### config.mk
export PLATFORM = sky130hd
export DESIGN_NAME = reg_bank_responder
export DESIGN_NICKNAME = d
export VERILOG_FILES = /design/src/rtl/cu_pkg.sv /design/src/rtl/reg_file_core.sv /design/src/rtl/reg_bank_responder.sv
export SDC_FILE = /design/constraint.sdc
export NUM_CORES = 1
export LEC_CHECK = 0
export CELL_PAD_IN_SITES_DETAIL_PLACEMENT = 1
export CELL_PAD_IN_SITES_GLOBAL_PLACEMENT = 1
export CORE_ASPECT_RATIO = 0.9
export CORE_MARGIN = 2
export CORE_UTILIZATION = 40
export CTS_CLUSTER_SIZE = 12
export DETAILED_ROUTE_END_ITERATION = 16
export PLACE_DENSITY_LB_ADDON = 0.2
export SLEW_MARGIN = 20
export SYNTH_ARGS = -nofsm -noshare
export SYNTH_HDL_FRONTEND = slang
export SYNTH_SLANG_ARGS = --single-unit
export TNS_END_PERCENT = 30
### constraint.sdc
create_clock -name clk -period 1.75 [get_ports clk]
set_clock_uncertainty 0.1 [all_clocks]
set_input_delay 0.175 -clock clk [delete_from_list [all_inputs] [get_ports clk]]
set_output_delay 0.175 -clock clk [all_outputs]
set_load 0.1 [all_outputs]
### src/rtl/cu_pkg.sv
// Shared encodings for the control-unit register-access path: write-source
// selects, responder state encoding and default bus widths.
package cu_pkg;

  localparam int DATA_W_DEF = 8;
  localparam int ADDR_W_DEF = 8;

  localparam logic [1:0] ALU_PATH = 2'b00;
  localparam logic [1:0] MEM_PATH = 2'b01;
  localparam logic [1:0] UC_PATH  = 2'b10;

  typedef enum logic [1:0] {
    IDLE   = 2'b00,
    ACCESS = 2'b01,
    HOLD   = 2'b10
  } rsp_state_t;

endpackage

### src/rtl/reg_file_core.sv
// NUM_REGS x DATA_W register array: one synchronous write port, two registered
// read ports that return 0 for out-of-range addresses, one combinational debug port.
module reg_file_core #(
  parameter int DATA_W   = 8,
  parameter int ADDR_W   = 8,
  parameter int NUM_REGS = 16
) (
  input  logic              clk,
  input  logic              rst,
  input  logic              we,
  input  logic [ADDR_W-1:0] waddr,
  input  logic [DATA_W-1:0] wdata,
  input  logic              re,
  input  logic [ADDR_W-1:0] raddr_1,
  input  logic [ADDR_W-1:0] raddr_2,
  output logic [DATA_W-1:0] rd_data_1,
  output logic [DATA_W-1:0] rd_data_2,
  input  logic [ADDR_W-1:0] dbg_addr,
  output logic [DATA_W-1:0] dbg_data
);

  localparam int IDX_W = (NUM_REGS > 1) ? $clog2(NUM_REGS) : 1;

  logic [DATA_W-1:0] regs [NUM_REGS];

  function automatic logic in_range(input logic [ADDR_W-1:0] a);
    return a < ADDR_W'(NUM_REGS);
  endfunction

  // Reads and the write share an edge, so a read of the written address sees the old value.
  always_ff @(posedge clk or negedge rst) begin
    if (!rst) begin
      for (int i = 0; i < NUM_REGS; i++) regs[i] <= '0;
      rd_data_1 <= '0;
      rd_data_2 <= '0;
    end else begin
      if (we && in_range(waddr)) regs[waddr[IDX_W-1:0]] <= wdata;
      if (re) begin
        rd_data_1 <= in_range(raddr_1) ? regs[raddr_1[IDX_W-1:0]] : '0;
        rd_data_2 <= in_range(raddr_2) ? regs[raddr_2[IDX_W-1:0]] : '0;
      end
    end
  end

  always_comb begin
    dbg_data = '0;
    if (in_range(dbg_addr)) dbg_data = regs[dbg_addr[IDX_W-1:0]];
  end

endmodule

### src/rtl/reg_bank_responder.sv
// Register-access responder: edge-detects read/write requests, captures the op and
// source data, commits in a one-cycle ACCESS, then holds results until enables drop.
//   state  | meaning
//   IDLE   | ready for a new request (ReadyRegFlag = 1)
//   ACCESS | commit captured write / register read data
//   HOLD   | results stable; wait for a new edge or both enables low
module reg_bank_responder
  import cu_pkg::*;
#(
  parameter int DATA_W   = DATA_W_DEF,
  parameter int ADDR_W   = ADDR_W_DEF,
  parameter int NUM_REGS = 16
) (
  input  logic              clk,
  input  logic              rst,
  input  logic [ADDR_W-1:0] ADR_1,
  input  logic [ADDR_W-1:0] ADR_2,
  input  logic [ADDR_W-1:0] ADR_3,
  input  logic              regReadEnable,
  input  logic              regWriteEnable,
  input  logic [1:0]        Path_Type,
  input  logic [DATA_W-1:0] write_data,
  input  logic [DATA_W-1:0] alu_result,
  input  logic [DATA_W-1:0] mem_data,
  output logic [DATA_W-1:0] rd_data_1,
  output logic [DATA_W-1:0] rd_data_2,
  output logic              rd_valid,
  output logic              ReadyRegFlag,
  output logic              addr_err,
  input  logic [ADDR_W-1:0] dbg_addr,
  output logic [DATA_W-1:0] dbg_data
);

  rsp_state_t state, state_nxt;

  logic              prev_rd, prev_wr;
  logic              new_rd, new_wr;
  logic              capture, access;
  logic              cap_rd, cap_wr;
  logic [ADDR_W-1:0] cap_a1, cap_a2, cap_a3;
  logic [1:0]        cap_path;
  logic [DATA_W-1:0] cap_data, src_data;
  logic              wr_ok, op_err;

  assign new_rd = regReadEnable  & ~prev_rd;
  assign new_wr = regWriteEnable & ~prev_wr;

  always_comb begin
    case (Path_Type)
      ALU_PATH: src_data = alu_result;
      MEM_PATH: src_data = mem_data;
      UC_PATH:  src_data = write_data;
      default:  src_data = '0;
    endcase
  end

  always_ff @(posedge clk or negedge rst) begin
    if (!rst) state <= IDLE;
    else      state <= state_nxt;
  end

  always_comb begin
    state_nxt = state;
    case (state)
      IDLE:    if (new_rd || new_wr) state_nxt = ACCESS;
      ACCESS:  state_nxt = HOLD;
      HOLD: begin
        if (new_rd || new_wr)                        state_nxt = ACCESS;
        else if (!regReadEnable && !regWriteEnable)  state_nxt = IDLE;
      end
      default: state_nxt = IDLE;
    endcase
  end

  always_comb begin
    ReadyRegFlag = (state == IDLE);
    access       = (state == ACCESS);
    capture      = (state != ACCESS) && (new_rd || new_wr);
  end

  // Out-of-range writes and the illegal source select are dropped but still flagged.
  assign wr_ok  = cap_wr && (cap_a3 < ADDR_W'(NUM_REGS)) && (cap_path != 2'b11);
  assign op_err = (cap_rd && ((cap_a1 >= ADDR_W'(NUM_REGS)) || (cap_a2 >= ADDR_W'(NUM_REGS))))
               || (cap_wr && !wr_ok);

  always_ff @(posedge clk or negedge rst) begin
    if (!rst) begin
      prev_rd  <= 1'b0;
      prev_wr  <= 1'b0;
      cap_rd   <= 1'b0;
      cap_wr   <= 1'b0;
      cap_a1   <= '0;
      cap_a2   <= '0;
      cap_a3   <= '0;
      cap_path <= '0;
      cap_data <= '0;
      rd_valid <= 1'b0;
      addr_err <= 1'b0;
    end else begin
      prev_rd  <= regReadEnable;
      prev_wr  <= regWriteEnable;
      rd_valid <= access && cap_rd;
      addr_err <= access && op_err;
      if (capture) begin
        cap_rd   <= new_rd;
        cap_wr   <= new_wr;
        cap_a1   <= ADR_1;
        cap_a2   <= ADR_2;
        cap_a3   <= ADR_3;
        cap_path <= Path_Type;
        cap_data <= src_data;
      end
    end
  end

  reg_file_core #(
    .DATA_W   (DATA_W),
    .ADDR_W   (ADDR_W),
    .NUM_REGS (NUM_REGS)
  ) u_core (
    .clk       (clk),
    .rst       (rst),
    .we        (access && wr_ok),
    .waddr     (cap_a3),
    .wdata     (cap_data),
    .re        (access && cap_rd),
    .raddr_1   (cap_a1),
    .raddr_2   (cap_a2),
    .rd_data_1 (rd_data_1),
    .rd_data_2 (rd_data_2),
    .dbg_addr  (dbg_addr),
    .dbg_data  (dbg_data)
  );

endmodule

=== Word-level counts from Yosys, hierarchy flattened ===
Index checks and enable logic that the tools add are counted.

* Order comparisons: 11
* Equality and inequality tests: 8
* Multiplexer cells: 20
* Bitwise gates (word level): 8
* Reduce and logical (&&, ||, !) cells: 20

{| class="wikitable"
|+ Operators by type and width
! operator !! number
|-
| $bwmux W128 || 1
|-
| $bmux W8 S4 || 3
|-
| $mux W8 || 10
|-
| $demux W8 S4 || 1
|-
| $lt A8 B5 Y1 const B || 4
|-
| $pmux W8 S3 || 1
|-
| $ge A5 B5 Y1 const B || 4
|-
| $not A4 Y5 || 4
|-
| $ge A8 B5 Y1 const B || 2
|-
| $logic_and A1 B1 Y1 || 11
|-
| $mux W2 || 3
|-
| $pmux W2 S3 || 1
|-
| $lt A5 B1 Y1 const B || 1
|-
| $eq A2 B1 Y1 const B || 2
|-
| $eq A2 B2 Y1 const B || 2
|-
| $logic_not A2 Y1 || 2
|-
| $ne A2 B1 Y1 const B || 2
|-
| $logic_not A1 Y1 || 3
|-
| $logic_or A1 B1 Y1 || 3
|-
| $ne A3 B3 Y1 const B || 1
|-
| $and A1 B1 Y1 || 2
|-
| $ne A2 B2 Y1 const B || 1
|-
| $not A1 Y1 || 2
|-
| $reduce_and A2 Y1 || 1
|}

* Register bits: 186
* Bits of input ports: 62
* Logic and storage cells: 97

=== Depth between registers and ports, before layout ===
* Depth in word-level cells: 7
* Gate-level depth with buffers: 6
* Gate-level depth less buffers: 5

=== By module ===
A second synthesis with hierarchy kept.

* Cells, all modules: 718
* Area, all modules: 10415.0 sq um

{| class="wikitable"
|+ By module, submodules not included
! module !! instances !! cells each !! area each (sq um)
|-
| reg_file_core || 1 || 596 || 8471.9
|-
| reg_bank_responder || 1 || 122 || 1943.1
|}

=== Worst setup path before layout ===
Ideal clock, no wire load.

* Kind: input-to-output
* Start: in dbg_addr[1]
* End: out dbg_data[2]
* Arrival: 3.294 ns
* Slack: -1.819 ns
* Cell stages on the path: 5
* Path buffers: 3
* Path through: buf_2 > clkbuf_1 > buf_2 > a211oi_1 > o32ai_1

* Longest elaborated chain between the ends: 5
* Elaborated cells on any way between the ends: 6

{| class="wikitable"
|+ RTL lines
! item !! line !! RTL
|-
| start: declaration || reg_bank_responder.sv:30 || <nowiki>input logic [ADDR_W-1:0] dbg_addr,</nowiki>
|-
| $not A4 Y5 (implied by the code) || reg_file_core.sv:47 || <nowiki>if (in_range(dbg_addr)) dbg_data = regs[dbg_addr[IDX_W-1:0]];</nowiki>
|-
| $bmux W8 S4 || reg_file_core.sv:47 ||
|-
| $mux W8 (implied by the code) (2 in series) || reg_file_core.sv:47 ||
|-
| $mux W8 (*) || reg_file_core.sv:47 ||
|-
| end: declaration || reg_bank_responder.sv:31 || <nowiki>output logic [DATA_W-1:0] dbg_data</nowiki>
|}

Every way passes the cells marked *; elsewhere a longest branch is shown, timed or not. The select of a mux whose other input is x is not followed.

=== Worst setup path after layout ===
* Start: reg u_core.regs[0] in the netlist's numbering
* End: out dbg_data[0]

* Longest elaborated chain between the ends: 4

{| class="wikitable"
|+ RTL lines
! item !! line !! RTL
|-
| start: declaration || reg_file_core.sv:24 || <nowiki>logic [DATA_W-1:0] regs [NUM_REGS];</nowiki>
|-
| start signal: indexed assignment || reg_file_core.sv:37 || <nowiki>if (we && in_range(waddr)) regs[waddr[IDX_W-1:0]] <= wdata;</nowiki>
|-
| $bmux W8 S4 || reg_file_core.sv:47 ||
|-
| $mux W8 (implied by the code) (2 in series) || reg_file_core.sv:47 ||
|-
| $mux W8 || reg_file_core.sv:47 ||
|}

Every way passes these cells. The select of a mux whose other input is x is not followed.

==> metrics.txt <==
outcome=finished with violations; failing checks=setup timing; TritonCTS clock tree=done; GRT overflow=0; DRT iter0 DRCs=716; Vias/cell=6.05; DP Area=13300 um^2; Final ANT Viol Nets=0; first-pass GRT wire length=53800 um; # diodes=0; Final setup viols=152; Tcrit/Tclk final=129%; complex-gate fraction of the synthesized area=under 10%; Switch Pwr=0.00394 W; DRC viols=0; row cnt=56; RSZ-0062 raised after global routing=true; Peak Freq=0.441 GHz; crit-path max FO=2; IO buf count=88; DRT Pass-1 Iters=7; number of global-route vias before repair=8468; CP Class=register to output port; clk buf depth=2; crit path launch=u_core.regs[0]; Max-slew headroom=approximately 50%; average size of a mapped cell=14.4 um^2; # fillers=2470; Routed WL per cell=between 20 and 30 um; class of the worst hold path=primary input to async pin; Total GRT Usage=about a quarter; internal power=0.00859 W; vias=8062; Sink Count=roughly 190; Nets=1033; Post-Synth Simple-Gate Area=6.13%; top_reg_cell synth=dfrtp_1; Worst-path clk slew=70 ps; CP Capture Type=output port; final std cells w/o fill=~1300; part of the Yosys area used for sequential elements=~44%; leakage=6.72 nW; switching share of power=31.4%; EDFF count, synth=0; Synth Cell Area=10600 um^2; largest family of logic cells by synthesized area=multiplexers; dpl cells=1241; Post-Synth Adder-Cell Area=0%; setup TNS=-29770 ps; Design Area, Final=15000 um^2; final hold slack=approximately 130 ps; htree depth=4; TritonCTS Buffers=17; maximum capacitance violations=0; Period minus WS final=2270 ps; Pins Over Slew Limit=0; Starting Density=40.6%; Reg-to-Reg Start=cap_a3[6]; Synth Warn #=0; Distinct cells, synth=48; synth-to-layout area growth=41.7%; share of layout cells above drive strength 1=58.3%; pin count of the biggest net entering global routing=between 40 and 50; WL final=37100 um; crit start category=register; post-route setup slack=-516 ps; total core area=about 26000 um^2; initial antenna violation count=0; Critical Path RT=1470 ps; Combinational Power Share=26.5%; mux cell area share after synthesis=42.5%; FF-to-FF path depth=6; Syn Inst Count=between 700 and 800; Peak VDD IR=0.000678 V; GPL Wtd Cong=0.894; Root Buffer=clkbuf_16; CP Data Arrival Time=between 1500 and 2000 ps; sequential power share=41.6%; die height=158 um; Yosys reg bits=186; ys async rst share=100%; Worst-Margin Slew=between 700 and 800 ps; DIE AREA=27800 um^2; clock power share=31.9%; I/O pins=89; Post-Synth XOR/XNOR Area=0%; hpwl dp=24500 um; clock latency at the later pin of the worst-skew pair=440 ps; die width=176 um; PD cells=between 800 and 900 nW/um^2; endpoints failing hold=0; syn_nets=just under 800
==> layer usage <==
layer  share of wire (%)  global-route usage (%)  vias to the layer above
li1                    -                       -                     3319
met1                  41                    33.6                     4313
met2                  49                    44.5                      355
met3                 7.1                    5.66                       75
met4                 3.0                    9.37                        0
met5                   0                       0                        -
==> cell usage in the layout (no fill, tap or decap), drive strengths merged, types with 3 or more instances in the layout <==
cell,n
nor2,33
nand2b,5
o21ai,12
nor4,4
o32ai,5
mux4,87
dfrtp,186
nor2b,10
buf,214
a211o,4
nand3b,5
a211oi,5
a22o,8
nor3,3
a2bb2oi,4
clkinv,4
nand2,21
nand4,8
mux2i,56
mux2,170
clkdlybuf4s50,57
a21oi,19
clkbuf,22
inv,5
nand3,13
and2b,3
==> layout make-up <==
class	count	area, um^2	share of cell area (%)
clock buffer	20	447	2.98
clock inverter	12	140	0.934
inverter	1	3.75	0.0250
multi-input combinational	489	6210	41.4
sequential	186	4660	31.1
tap	348	435	2.90
timing repair buffer	276	3110	20.7
==> through the flow <==
stage / power, W / worst slack [ps] / util [%]
after global placement: 0.00784 / -593 / 51.2
after CTS: 0.0122 / -519 / 55.4
after floorplan: 0.00670 / -211 / -
final: 0.0125 / -516 / 57.6
after detailed placement: 0.00798 / -595 / 51.2
after global routing: 0.0130 / -588 / 57.6
==> worst max-delay path: stages (launching register included) <==
cell and delay [ps]:
dfrtp_1 400, mux4_2 480, mux2i_1 170, nor2_1 70, a31o_2 250, buf_12 170
==> path summary, 6_finish.rpt <==
| path | slack [ps] | endpoint |
|---|---|---|
| max | -520 | dbg_data[0] |
| min | 130 | cap_a3[7] |
| max reg2reg | -310 | u_core.regs[103] |
| min reg2reg | 390 | cap_rd |
| max in group asynchronous | 780 | u_core.regs[107] |
| min in group clk | 130 | prev_rd |
==> power groups by stage <==
| stage | combinational (W) | clock, W | sequential (W) |
|---|---|---|---|
| CTS | 0.00297 | 0.00403 | 0.00518 |
| detailed placement | 0.00274 | 0 | 0.00524 |
| global route | 0.00347 | 0.00421 | 0.00527 |
| global placement | 0.00264 | 0 | 0.00520 |
| finish | 0.00332 | 0.00400 | 0.00522 |
| floorplan | 0.00170 | 0 | 0.00500 |
==> cell families after synthesis <==
kind of cell,after synthesis
multiplexers,313
buffers and inverters,58
AND/OR/NAND/NOR,112
flip-flops,186
AO/OA/AOI/OAI,64
==> sequential cells by signal, indices dropped and copies added, names as in the netlist <==
register          count
state                 2
rd_valid              1
cap_rd                1
u_core.rd_data_1      8
cap_a2                8
cap_a3                8
u_core.regs         128
cap_a1                8
prev_wr               1
cap_data              8
u_core.rd_data_2      8
cap_path              2
prev_rd               1
cap_wr                1
addr_err              1
==> cell usage after synthesis, types with 2 or more instances <==
master     number  area, um^2
nand3_1        10        50.1
nor2_1         27         101
nand2b_1        5        31.3
buf_1           4        15.0
mux2_1          7        78.8
buf_12          2        40.0
buf_4           4        30.0
buf_2          19        95.1
clkbuf_1       20        75.1
mux2_2        163        1840
nand4_1         7        43.8
a22o_1          8        70.1
a2bb2oi_1       4        35.0
mux4_1         17         447
o21ai_0        12        60.1
a211oi_1        5        37.5
o211ai_1        2        15.0
nand2_2         3        18.8
and2_1          2        12.5
nor3_4          2        32.5
a32oi_1         2        17.5
a21oi_1        18        90.1
a31o_2          2        17.5
o32ai_1         5        43.8
nand3_2         3        30.0
nand2_1        18        67.6
nor2b_1        10        62.6
and2b_1         3        22.5
buf_6           8        90.1
nand3b_1        4        30.0
a211o_1         4        35.0
nor4_1          3        18.8
nor2_2          6        37.5
mux2i_1        56         561
mux4_2         70        1580
dfrtp_1       186        4650
==> repair_timing <==
| action | CTS | global route |
|---|---|---|
| cloned | 1 | 3 |
| buffers inserted | 28 | 28 |
| resized for setup | 63 | 92 |
| setup endpoints to repair | 152 | 152 |
| hold endpoints to repair | 170 | 0 |
| hold buffers | 1 | 0 |
| pin swaps | 20 | 23 |
Power figures use the tool's default switching activity.
